==> config.mk <==
export PLATFORM = sky130hd
export DESIGN_NAME = axi_ad9364_dac_sched
export DESIGN_NICKNAME = d
export VERILOG_FILES = /design/src/rtl/axi_ad9364_dac_sched_pkg.sv /design/src/rtl/axi_ad9364_slot_timer.sv /design/src/rtl/axi_ad9364_dac_sched.sv
export SDC_FILE = /design/constraint.sdc
export NUM_CORES = 1
export LEC_CHECK = 0
export CORE_MARGIN = 2
export CORE_UTILIZATION = 56
export DETAILED_ROUTE_END_ITERATION = 10
export DONT_BUFFER_PORTS = 1
export GPL_TIMING_DRIVEN = 1
export PLACE_DENSITY = 0.82
export SYNTH_ARGS = -nofsm -noshare
export SYNTH_HDL_FRONTEND = slang
export SYNTH_SLANG_ARGS = --single-unit
==> constraint.sdc <==
create_clock -name clk -period 2 [get_ports clk]
set_clock_uncertainty 0.2 [all_clocks]
set_input_delay 0.5 -clock clk [delete_from_list [all_inputs] [get_ports clk]]
set_output_delay 0.5 -clock clk [all_outputs]
set_load 0.005 [all_outputs]
==> src/rtl/axi_ad9364_dac_sched_pkg.sv <==
// ==== axi_ad9364_dac_sched_pkg : shared types/constants for the AD9364 DAC scheduler ====
// ==== rev 1.0 ====
`default_nettype none

package axi_ad9364_dac_sched_pkg;

  typedef enum logic [1:0] {
    ST_IDLE = 2'd0,
    ST_ARM  = 2'd1,
    ST_RUN  = 2'd2,
    ST_STOP = 2'd3
  } sched_state_t;

  localparam int PERIOD_R1 = 2;
  localparam int PERIOD_R2 = 4;

  typedef struct packed {
    logic [11:0] i1;
    logic [11:0] q1;
    logic [11:0] i2;
    logic [11:0] q2;
  } dac_sample_t;

  localparam logic [11:0] PAT_I1_A_DEF = 12'o2064;
  localparam logic [11:0] PAT_Q1_A_DEF = 12'o1753;
  localparam logic [11:0] PAT_I1_B_DEF = 12'o4402;
  localparam logic [11:0] PAT_Q1_B_DEF = 12'o1337;
  localparam logic [11:0] PAT_CH2_DEF  = 12'o0000;

  // 1R1T carries no second channel, so its lanes are blanked before leaving the block
  function automatic dac_sample_t mask_r1(input dac_sample_t s, input logic r1);
    dac_sample_t m;
    m = s;
    if (r1) begin
      m.i2 = '0;
      m.q2 = '0;
    end
    return m;
  endfunction

endpackage

`default_nettype wire

==> src/rtl/axi_ad9364_slot_timer.sv <==
// ==== axi_ad9364_slot_timer : slot counter and strobe for the DAC scheduler ====
// ==== rev 1.0 ====
`default_nettype none

module axi_ad9364_slot_timer
  import axi_ad9364_dac_sched_pkg::*;
(
  input  logic clk,
  input  logic rstn,
  input  logic active,
  input  logic gate,
  input  logic r1_mode,
  output logic strobe,
  output logic wrap
);

  logic [1:0] slot_cnt;
  logic [1:0] last_slot;

  assign last_slot = r1_mode ? 2'(PERIOD_R1 - 1) : 2'(PERIOD_R2 - 1);
  assign wrap      = active && (slot_cnt == last_slot);
  assign strobe    = gate && (slot_cnt == 2'd0);

  // Held at zero while inactive so every run starts on a strobe slot
  always_ff @(posedge clk or negedge rstn) begin
    if (!rstn) begin
      slot_cnt <= 2'd0;
    end else if (!active || wrap) begin
      slot_cnt <= 2'd0;
    end else begin
      slot_cnt <= slot_cnt + 2'd1;
    end
  end

endmodule

`default_nettype wire

==> src/rtl/axi_ad9364_dac_sched.sv <==
// ==== axi_ad9364_dac_sched : AD9364 TX slot scheduler, DMA/pattern source, underflow count ====
// ==== rev 1.0 ; option macro AD9364_DAC_HOLD_LAST_EN repeats last DMA sample on underflow ====
`default_nettype none

module axi_ad9364_dac_sched
  import axi_ad9364_dac_sched_pkg::*;
#(
  parameter logic [11:0] PAT_I1_A    = PAT_I1_A_DEF,
  parameter logic [11:0] PAT_Q1_A    = PAT_Q1_A_DEF,
  parameter logic [11:0] PAT_I1_B    = PAT_I1_B_DEF,
  parameter logic [11:0] PAT_Q1_B    = PAT_Q1_B_DEF,
  parameter logic [11:0] PAT_I2_A    = PAT_CH2_DEF,
  parameter logic [11:0] PAT_Q2_A    = PAT_CH2_DEF,
  parameter logic [11:0] PAT_I2_B    = PAT_CH2_DEF,
  parameter logic [11:0] PAT_Q2_B    = PAT_CH2_DEF,
  parameter int          UFLOW_CNT_W = 16
) (
  input  logic                   clk,
  input  logic                   rstn,
  input  logic                   enable,
  input  logic                   r1_mode,
  input  logic                   src_sel,
  input  logic                   dma_valid,
  output logic                   dma_ready,
  input  logic [11:0]            dma_data_i1,
  input  logic [11:0]            dma_data_q1,
  input  logic [11:0]            dma_data_i2,
  input  logic [11:0]            dma_data_q2,
  output logic                   dac_valid,
  output logic [11:0]            dac_data_i1,
  output logic [11:0]            dac_data_q1,
  output logic [11:0]            dac_data_i2,
  output logic [11:0]            dac_data_q2,
  output logic                   dac_r1_mode,
  output logic                   busy,
  output logic                   underflow,
  output logic [UFLOW_CNT_W-1:0] underflow_cnt,
  input  logic                   underflow_clr
);

  localparam dac_sample_t PAT_A = '{i1: PAT_I1_A, q1: PAT_Q1_A, i2: PAT_I2_A, q2: PAT_Q2_A};
  localparam dac_sample_t PAT_B = '{i1: PAT_I1_B, q1: PAT_Q1_B, i2: PAT_I2_B, q2: PAT_Q2_B};

  sched_state_t state;
  logic         mode_r1;
  logic         src_pat;
  logic         toggle;
  dac_sample_t  out_s;
  dac_sample_t  dma_sample;
  dac_sample_t  uflow_sample;
  logic         strobe;
  logic         wrap;
  logic         slot_active;
  logic         transfer;
  logic         uflow_evt;
  logic         start;

  assign dma_sample  = '{i1: dma_data_i1, q1: dma_data_q1, i2: dma_data_i2, q2: dma_data_q2};
  assign slot_active = (state == ST_RUN) || (state == ST_STOP);
  assign start       = (state == ST_IDLE) && enable;

  axi_ad9364_slot_timer u_slot_timer (
    .clk     (clk),
    .rstn    (rstn),
    .active  (slot_active),
    .gate    (state == ST_RUN),
    .r1_mode (mode_r1),
    .strobe  (strobe),
    .wrap    (wrap)
  );

  assign dma_ready = strobe && !src_pat;
  assign transfer  = dma_ready && dma_valid;
  assign uflow_evt = dma_ready && !dma_valid;

`ifdef AD9364_DAC_HOLD_LAST_EN
  dac_sample_t last_good;

  always_ff @(posedge clk or negedge rstn) begin
    if (!rstn) begin
      last_good <= '0;
    end else if (start) begin
      last_good <= '0;
    end else if (transfer) begin
      last_good <= mask_r1(dma_sample, mode_r1);
    end
  end

  assign uflow_sample = last_good;
`else
  assign uflow_sample = '0;
`endif

  assign dac_data_i1 = out_s.i1;
  assign dac_data_q1 = out_s.q1;
  assign dac_data_i2 = out_s.i2;
  assign dac_data_q2 = out_s.q2;
  assign dac_r1_mode = mode_r1;
  assign busy        = (state != ST_IDLE);

  always_ff @(posedge clk or negedge rstn) begin
    if (!rstn) begin
      state         <= ST_IDLE;
      mode_r1       <= 1'b0;
      src_pat       <= 1'b0;
      toggle        <= 1'b0;
      out_s         <= '0;
      dac_valid     <= 1'b0;
      underflow     <= 1'b0;
      underflow_cnt <= '0;
    end else begin
      dac_valid <= strobe;
      underflow <= uflow_evt;

      // A clear that collides with a new underflow keeps that underflow
      if (underflow_clr) begin
        underflow_cnt <= uflow_evt ? UFLOW_CNT_W'(1) : '0;
      end else if (uflow_evt && (underflow_cnt != '1)) begin
        underflow_cnt <= underflow_cnt + UFLOW_CNT_W'(1);
      end

      if (strobe) begin
        if (src_pat) begin
          out_s  <= mask_r1(toggle ? PAT_B : PAT_A, mode_r1);
          toggle <= ~toggle;
        end else if (dma_valid) begin
          out_s <= mask_r1(dma_sample, mode_r1);
        end else begin
          out_s <= uflow_sample;
        end
      end

      case (state)
        ST_IDLE: begin
          if (enable) begin
            mode_r1 <= r1_mode;
            src_pat <= src_sel;
            toggle  <= 1'b0;
            state   <= src_sel ? ST_RUN : ST_ARM;
          end
        end
        ST_ARM: begin
          if (!enable) begin
            state <= ST_IDLE;
          end else if (dma_valid) begin
            state <= ST_RUN;
          end
        end
        ST_RUN: begin
          if (!enable) begin
            if (wrap) begin
              state <= ST_IDLE;
              out_s <= '0;
            end else begin
              state <= ST_STOP;
            end
          end
        end
        ST_STOP: begin
          if (wrap) begin
            state <= ST_IDLE;
            out_s <= '0;
          end
        end
        default: state <= ST_IDLE;
      endcase
    end
  end

endmodule

`default_nettype wire

Yosys cells after proc, flatten, opt, wreduce, memory -nomap -nowiden
Cells that the tools add are included.
{"block": "word_totals", "regBits": 73, "in_bits": 55, "out_inout_bits": 69, "word_cells": 66}
{"block": "op_classes", "addsub": 2, "eq_ne": 9, "mux": 26, "n_bitwise": 1, "reduce_logical": 16}
{"cell": "2-to-1 mux 48 bit", "n": 6}
{"cell": "one-hot mux 48 bit (2 select lines)", "n": 1}
{"cell": "2-to-1 mux 24 bit", "n": 2}
{"cell": "2-to-1 mux 16 bit", "n": 2}
{"cell": "2-to-1 mux 2 bit", "n": 9}
{"cell": "adder 16 x 1 -> 16 bit, second input constant", "n": 1}
{"cell": "inequality test 16 bit, second input constant", "n": 1}
{"cell": "one-hot mux 2 bit (4 select lines)", "n": 1}
{"cell": "logical AND 1 bit", "n": 5}
{"cell": "2-to-1 mux 1 bit", "n": 5}
{"cell": "== test 2 bit, second input constant", "n": 2}
{"cell": "zero test 2 bit", "n": 2}
{"cell": "inequality test 2 bit, second input constant", "n": 2}
{"cell": "AND reduction 4 bit", "n": 1}
{"cell": "nonzero test 2 bit", "n": 2}
{"cell": "zero test 1 bit", "n": 3}
{"cell": "inequality test 3 bit, second input constant", "n": 1}
{"cell": "adder 2 x 1 -> 2 bit, second input constant", "n": 1}
{"cell": "== test 2 x 1 -> 1 bit, second input constant", "n": 1}
{"cell": "== test 2 bit", "n": 1}
{"cell": "logical OR 1 bit", "n": 2}
{"cell": "inequality test 2 x 1 -> 1 bit, second input constant", "n": 1}
{"cell": "AND reduction 2 bit", "n": 1}
{"cell": "NOT 1 bit", "n": 1}

Depth between registers and ports, before layout
{"block": "logic_depth", "ltp_word": 7, "ltp_mapped": 8, "mapped_depth_nobuf": 7}

Modules after synthesis
From an unflattened synthesis, not the netlist that was laid out.
{"block": "hier_totals", "cells_unflattened": 353, "hier_area_um2": 3320.7}
{"mod": "axi_ad9364_dac_sched", "n_inst": 1, "cells_per_inst": 342, "area_each_um2": 3214.3, "seq_area_each_um2": 1776.7}
{"mod": "axi_ad9364_slot_timer", "n_inst": 1, "cells_per_inst": 11, "area_each_um2": 106.4, "seq_area_each_um2": 50.0}

Worst setup path after synthesis
No wires, ideal clock.
{"block": "synth_path", "path_type": "register -> register", "start": "register u_slot_timer.slot_cnt[0]", "end": "register underflow_cnt[1]", "setup_ns": 0.083, "t_arrival_ns": 1.665, "required_ns": 1.717, "slack_ns": 0.052, "path_stages_with_launch": 8, "n_path_buf": 1, "period_less_slack_ns": 1.948, "path_cell_list": "dfrtp_1 inv_1 ha_1 and4bb_4 nand2b_4 buf_6 or4b_1 o21ai_0"}
{"block": "synth_via", "elab_chain_cells": 6}
{"element": "start, declared", "line": "axi_ad9364_slot_timer.sv:17", "rtl": "logic [1:0] slot_cnt;"}
{"element": "start signal, assigned", "line": "axi_ad9364_slot_timer.sv:31", "rtl": "slot_cnt <= slot_cnt + 2'd1;"}
{"element": "zero test 2 bit", "line": "axi_ad9364_slot_timer.sv:22", "rtl": "assign strobe = gate && (slot_cnt == 2'd0);"}
{"element": "logical AND 1 bit", "line": "axi_ad9364_slot_timer.sv:22"}
{"element": "logical AND 1 bit", "line": "axi_ad9364_dac_sched.sv:72", "rtl": "assign dma_ready = strobe && !src_pat;"}
{"element": "via dma_ready", "line": "axi_ad9364_dac_sched.sv:24", "rtl": "output logic dma_ready,"}
{"element": "logical AND 1 bit", "line": "axi_ad9364_dac_sched.sv:74", "rtl": "assign uflow_evt = dma_ready && !dma_valid;"}
{"element": "logical AND 1 bit", "line": "axi_ad9364_dac_sched.sv:118", "rtl": "end else if (uflow_evt && (underflow_cnt != '1)) begin"}
{"element": "nonzero test 2 bit (no source line)"}
{"element": "end signal, assigned", "line": "axi_ad9364_dac_sched.sv:117", "rtl": "underflow_cnt <= uflow_evt ? UFLOW_CNT_W'(1) : '0;"}
{"element": "end signal, assigned", "line": "axi_ad9364_dac_sched.sv:119", "rtl": "underflow_cnt <= underflow_cnt + UFLOW_CNT_W'(1);"}
{"element": "end, declared", "line": "axi_ad9364_dac_sched.sv:37", "rtl": "output logic [UFLOW_CNT_W-1:0] underflow_cnt,"}
The timed path passes the listed nets, and every way through them passes these cells.
A chain may end at the register's enable or synchronous reset.

Worst setup path in the final report
{"block": "layout_path", "start": "register u_slot_timer.slot_cnt[1]", "end": "register underflow_cnt[15]"}
{"block": "layout_via", "elab_chain_cells": 6}
{"element": "zero test 2 bit", "line": "axi_ad9364_slot_timer.sv:22"}
{"element": "logical AND 1 bit", "line": "axi_ad9364_slot_timer.sv:22"}
{"element": "logical AND 1 bit", "line": "axi_ad9364_dac_sched.sv:72"}
{"element": "logical AND 1 bit", "line": "axi_ad9364_dac_sched.sv:74"}
{"element": "logical AND 1 bit", "line": "axi_ad9364_dac_sched.sv:118"}
{"element": "nonzero test 2 bit (no source line)"}
No other way between the ends.

==> flow_summary.toml <==
[status]
status = "finished with violations"
violations = "negative hold slack, negative setup slack"

[logic_synthesis]
synth_area_per_cell_um2 = 9.90
ys.flop_type = "dfrtp_1"
synth.net_count = 391
synth_most_common_cell = "dfrtp_1"
synthesis.area_um2 = 3310
yosysWarnings = 0
synthCells = 334
netlist.area_leader.share_pct = 55.3
yosysSeqAreaShare_pct = 55.3
synth-edff-count = 0
synth_area_leader_cell = "dfrtp_1"
synth_area_leaders = "dfrtp_1 (55%), a22oi_1 (5.5%), nor2_1 (5.3%), a21oi_1 (5.1%), nor3_1 (3.0%)"
async_reset_ff_share_pct = 100
netlist_top_cells_count = "dfrtp_1 (73), nor2_1 (47), a21oi_1 (34)"
synth.distinct_cells = 41
ys_seq_elements = 73

[die]
io_pins = 124
die_w_um = 80.8
core_um2 = 5610
start_util_pct = 58.9
dieArea_um2 = 6530
fp.dieH_um = 80.8
num_rows = 27

[finish]
areaGrowthSynthToFinish_pct = 15.6
stdcell_count = 427
fin_util_pct = 68.1
final_nets = 407
postLayoutCellArea_um2 = 3820
fillers = 449
drive_above_1_share_pct = 20.0
antennaDiodeCount = 0

[critical_path]
critPathBufInv = 3
crit_path_max_incr_delay_ps = 390
start_kind = "flop"
cp-end-kind = "flop"
cp.arrival_ps = 2140
cpMaxStageDelayCell = "dfrtp_1"
path_cells = "inv_1, ha_2, and4bb_4, buf_4, nand4_4, buf_6, or3_4, a21oi_2"
crit_fanout = 6
crit_type = "reg2reg"
critPathTopFamily = "simple AND/OR/NAND/NOR gates"
worstPathRequired_ps = 2050

[cts]
clk_pin_slew_ps = 90
cts-htree-levels = 3
cts_buffers = 9
cts_tree = "built"
cts_root_buf = "clkbuf_8"
worst_skew_pair.late_latency_ps = 330
max-clock-path-buffers = 2
cts.sinks = 73

[sta]
fin_ws_ps = -84.2
relSlewSlack_pct = 54.5
hold_viol_final = 73
clock.fmax_mhz = 480
report.final.setup_viol = 6
final.min_clock_period_ps = 2080
whs_ps = -354
rsz0062_at_grt = "yes"
fin_crit_sh_pct = 104
slew_viol_final = 0
tightestPinTransition_ps = 676
final.setup.tns_ps = -242

[pwr]
max-vdd-ir-drop_mv = 0.726
comb_power_share_pct = 33.4
power.switching_mw = 1.97
sw_frac_of_total_pct = 38.0
intPower_mw = 3.22
seqPwrFrac_pct = 47.3
p_per_area_nw_per_um2 = 1360
p_leak_nw = 1.63
clockPowerShare_pct = 19.3

[place]
hpwl_um = 5180
portBuffers = 0
dp.cells = 403
place_area_um2 = 3470
gp_congestion = 0.777

[min_path]
hp-class = "in2async"

[global_routing]
grt_pass1_wl_um = 12000
first_global_vias = 2604
antenna_found_initial = 0
grt-ovfl-total = 0
grt_max_degree = 74
grt.total_usage_pct = 23.6

[detailed_routing]
wl_per_cell_um = 18.4
viasPerCell = 6.27
drt_wl_total_um = 7880
antenna_left = 0
vias = 2676
firstDrtPassIters = 5
drtIter0Drc = 218
route.detailed.drc = 0

[flow_run]
drv_cap = 0
[logic make-up (layout without fill, tap and decap cells)]
family          count (synthesis)  after routing  share of synthesized area, %
simple gates                  135            135                          21.7
compound gates                 89             89                          17.2
flops                          73             73                          55.3
buf+inv                        33             54                          4.43
fa+ha+maj                       2              2                         0.757
xor+xnor                        1              1                         0.265
mux                             1              1                         0.341
[routing by layer]
metal / up-vias / part of all wire (%) / track usage [%]
met5: - / 0 / 0
met4: 0 / 1.5 / 8.98
met3: 14 / 8.1 / 6.89
met2: 113 / 52 / 40.9
met1: 1301 / 38 / 27.6
li1: 1248 / - / -
[per-stage QoR]
| step | worst slack, ps | total power, mW |
|---|---|---|
| final | -84.2 | 5.19 |
| after global routing | -123 | 5.60 |
| after CTS | -88.6 | 5.18 |
| after detailed placement | -30.5 | 4.13 |
| after global placement | 56.5 | 4.03 |
| after floorplan | 52.0 | 3.63 |
[worst register-to-register path, stage by stage, from the launching register on]
cell,delay (ps)
dfrtp_1,390
inv_1,70
ha_2,170
and4bb_4,300
buf_4,140
nand4_4,110
buf_6,160
or3_4,320
a21oi_2,150
[worst paths after layout]
| kind | slack, ps | from | cells after the start | end |
|---|---|---|---|---|
| max | -80 | u_slot_timer.slot_cnt[1]$_DFF_PN0_ | 8 | underflow_cnt[15]$_DFFE_PN0P_ |
| min reg2reg | 340 | u_slot_timer.slot_cnt[0]$_DFF_PN0_ | 2 | u_slot_timer.slot_cnt[0]$_DFF_PN0_ |
| max in group asynchronous | 1820 | rstn | 0 | underflow_cnt[2]$_DFFE_PN0P_ |
| min in group clk | 20 | underflow_clr | 1 | underflow_cnt[13]$_DFFE_PN0P_ |
| min | -350 | rstn | 0 | dac_data_q2[11]$_DFF_PN0_ |
| max reg2reg | -80 | u_slot_timer.slot_cnt[1]$_DFF_PN0_ | 8 | underflow_cnt[15]$_DFFE_PN0P_ |
[placed cells by master, fill, tap and decap left out, types with 4 or more instances in the layout]
master | netlist | layout
nand3_1 | 13 | 13
a211oi_1 | 6 | 6
o31ai_1 | 13 | 11
o21ai_0 | 7 | 7
dfrtp_1 | 73 | 73
a22oi_1 | 24 | 24
nor3_1 | 20 | 20
nand4_1 | 6 | 6
nand2_1 | 17 | 17
nor2_1 | 47 | 46
a21oi_1 | 34 | 26
buf_4 | 0 | 22
a21oi_2 | 0 | 8
inv_1 | 8 | 8
clkbuf_8 | 0 | 9
or4_4 | 0 | 7
or4_1 | 11 | 4
[state kept, by name, summed over array words and instances, names as in the netlist]
name / cells
src_pat: 1
underflow: 1
dac_r1_mode: 1
dac_data_q1: 12
dac_data_q2: 12
dac_data_i2: 12
dac_valid: 1
dac_data_i1: 12
toggle: 1
state: 2
underflow_cnt: 16
u_slot_timer.slot_cnt: 2
[layout make-up]
type / count / area [µm²] / area share [%]
inverters: 9 / 33.8 / 0.884
flip-flops and latches: 73 / 1830 / 47.8
repair buffers: 29 / 273 / 7.14
well taps: 72 / 90.1 / 2.36
clock inverters: 7 / 46.3 / 1.21
clock buffers: 9 / 124 / 3.24
multi-input cells: 228 / 1430 / 37.3
[power groups by stage]
stage / registers [mW] / clock network [mW] / logic [mW]
after detailed placement: 2.49 / 0 / 1.64
after CTS: 2.46 / 1.02 / 1.70
after global routing: 2.54 / 1.10 / 1.96
after floorplan: 2.37 / 0 / 1.26
after global placement: 2.47 / 0 / 1.56
final: 2.45 / 1.00 / 1.73
[timing repair]
item                                    4_1_cts  5_1_grt
endpoints found under the setup margin       10       34
pin swaps                                     4        5
gates cloned                                  0        1
gates resized for setup                       3       22
endpoints found under the hold margin        73       78
buffers inserted                              4        1
Power figures use the tool's default switching activity.
==> RTL edit (config.mk and constraints unchanged) <==
Change the parameter `UFLOW_CNT_W` from 16 to 20.
--- a/src/rtl/axi_ad9364_dac_sched.sv
+++ b/src/rtl/axi_ad9364_dac_sched.sv
@@ -13,7 +13,7 @@
   parameter logic [11:0] PAT_Q2_A    = PAT_CH2_DEF,
   parameter logic [11:0] PAT_I2_B    = PAT_CH2_DEF,
   parameter logic [11:0] PAT_Q2_B    = PAT_CH2_DEF,
-  parameter int          UFLOW_CNT_W = 16
+  parameter int          UFLOW_CNT_W = 20
 ) (
   input  logic                   clk,
   input  logic                   rstn,
Ports: changed (resized underflow_cnt); port bits go from 124 to 128. No check against the original RTL was run, so the function may have changed too.
==> RTL edit against the unedited design <==
- the flow still finishes with violations (negative hold slack, negative setup slack)
- sequential share of layout area is 2.8 points lower
- maximum frequency is 0.97% higher
- largest cell class unchanged
- worst hold slack worse by 0.0065 ns
- synthesized area is 5.0% higher
- setup slack better by 0.020 ns
- synthesized cell count is 5.4% higher
- final area is 12% higher
- power is 7.8% higher
- count of clock-buffer cells in the layout is 1 higher
- sequential cell count is 4 higher
- routed wire length is 15% higher
==> RTL edit: results (changes against the unedited design) <==
{
  "result_of_the_run": {"value": "finished, violations left"},
  "failed_checks": {"value": "negative hold slack, negative setup slack"},
  "first_global_vias": {"value": 2673, "change": "+2.6%"},
  "post_synth_main_area_contributors": {"value": "sky130_fd_sc_hd__dfrtp_1, sky130_fd_sc_hd__nor2_1, sky130_fd_sc_hd__a22oi_1, sky130_fd_sc_hd__a21oi_1, sky130_fd_sc_hd__xor2_1"},
  "setup_violations": {"value": 10, "change": "+4"},
  "first_iter_violations": {"value": 201, "change": "-7.8%"},
  "power_switching": {"value": 0.00207, "unit": "W", "change": "+4.9%"},
  "post_cts.resized_instances": {"value": 6, "change": "+3"},
  "yosys-top-cells-count": {"value": "sky130_fd_sc_hd__dfrtp_1, sky130_fd_sc_hd__nor2_1, sky130_fd_sc_hd__a21oi_1"},
  "bufAreaShareNonClock": {"value": 0.109, "change": "+0.0374"},
  "drt_pass1_iterations": {"value": 4, "change": "-1"},
  "fraction_of_final_layout_cells_with_drive_strength_greater_than_1": {"value": 0.238, "change": "+0.0381"},
  "synthToLayoutAreaGrowth": {"value": 23.3, "unit": "%"},
  "num-nonclk-buffers": {"value": 54, "change": "+86%"},
  "timing.final.ws_setup": {"value": -0.0642, "unit": "ns", "change": "+0.0200 ns"},
  "grt_usage": {"value": 0.254, "change": "+0.0188"},
  "reg2reg_from": {"value": "u_slot_timer.slot_cnt[0]$_DFF_PN0_"},
  "grt_start_max_net_pins": {"value": 78, "change": "+5.4%"},
  "post_synth_num_cell_types": {"value": 42, "change": "+2.4%"},
  "fillCellCount": {"value": 424, "change": "-5.6%"},
  "multi_input_comb_cells": {"value": 245, "change": "+7.5%"},
  "power.switching_fraction": {"value": 0.370, "change": "-0.0105"},
  "grt_use_met2": {"value": 0.397, "change": "-0.0123"},
  "nets": {"value": 451, "change": "+11%"},
  "routed_wirelength": {"value": 9040, "unit": "microns", "change": "+15%"},
  "flip_flop_count_of_the_largest_register_after_layout": {"value": 20, "change": "+4"},
  "finalHoldViolations": {"value": 77, "change": "+5.5%"},
  "detail_route.wirelength.met1": {"value": 3570, "unit": "microns", "change": "+19%"},
  "p_comb": {"value": 0.00185, "unit": "W", "change": "+7%"},
  "seq_area": {"value": 0.00193, "unit": "sq mm", "change": "+5.5%"},
  "routed-wl-met2": {"value": 4500, "unit": "microns", "change": "+8.9%"},
  "hold_slack": {"value": -0.361, "unit": "ns", "change": "-0.00652 ns"},
  "place_hpwl": {"value": 5980, "unit": "microns", "change": "+15%"},
  "detailed_place.area": {"value": 0.00387, "unit": "sq mm", "change": "+12%"},
  "mappedNetlistNets": {"value": 409, "change": "+4.6%"},
  "detail_route.vias_per_cell": {"value": 6.10, "change": "-2.7%"}
}
==> RTL edit: changes by cell type after synthesis, sizes merged, moves of 3 or more <==
| cell | before | now |
|---|---|---|
| nand2b | 3 | 0 |
| o21ai | 7 | 12 |
| or4 | 11 | 2 |
| xor2 | 1 | 13 |
| o31ai | 13 | 1 |
| o211ai | 1 | 4 |
| dfrtp | 73 | 77 |
| o2111ai | 0 | 4 |
| nor2 | 47 | 62 |
| a21oi | 34 | 26 |
| and3 | 0 | 6 |
==> RTL edit: cells by family after synthesis <==
logic type	Yosys count	synth area share
AND/OR/NAND/NOR	147	0.212
AO/OA/AOI/OAI	80	0.149
flip-flops	77	0.555
buffers and inverters	30	0.0346
XOR/XNOR	13	0.0328
multiplexers	3	0.00938
adder cells (fa/ha/maj)	2	0.00721
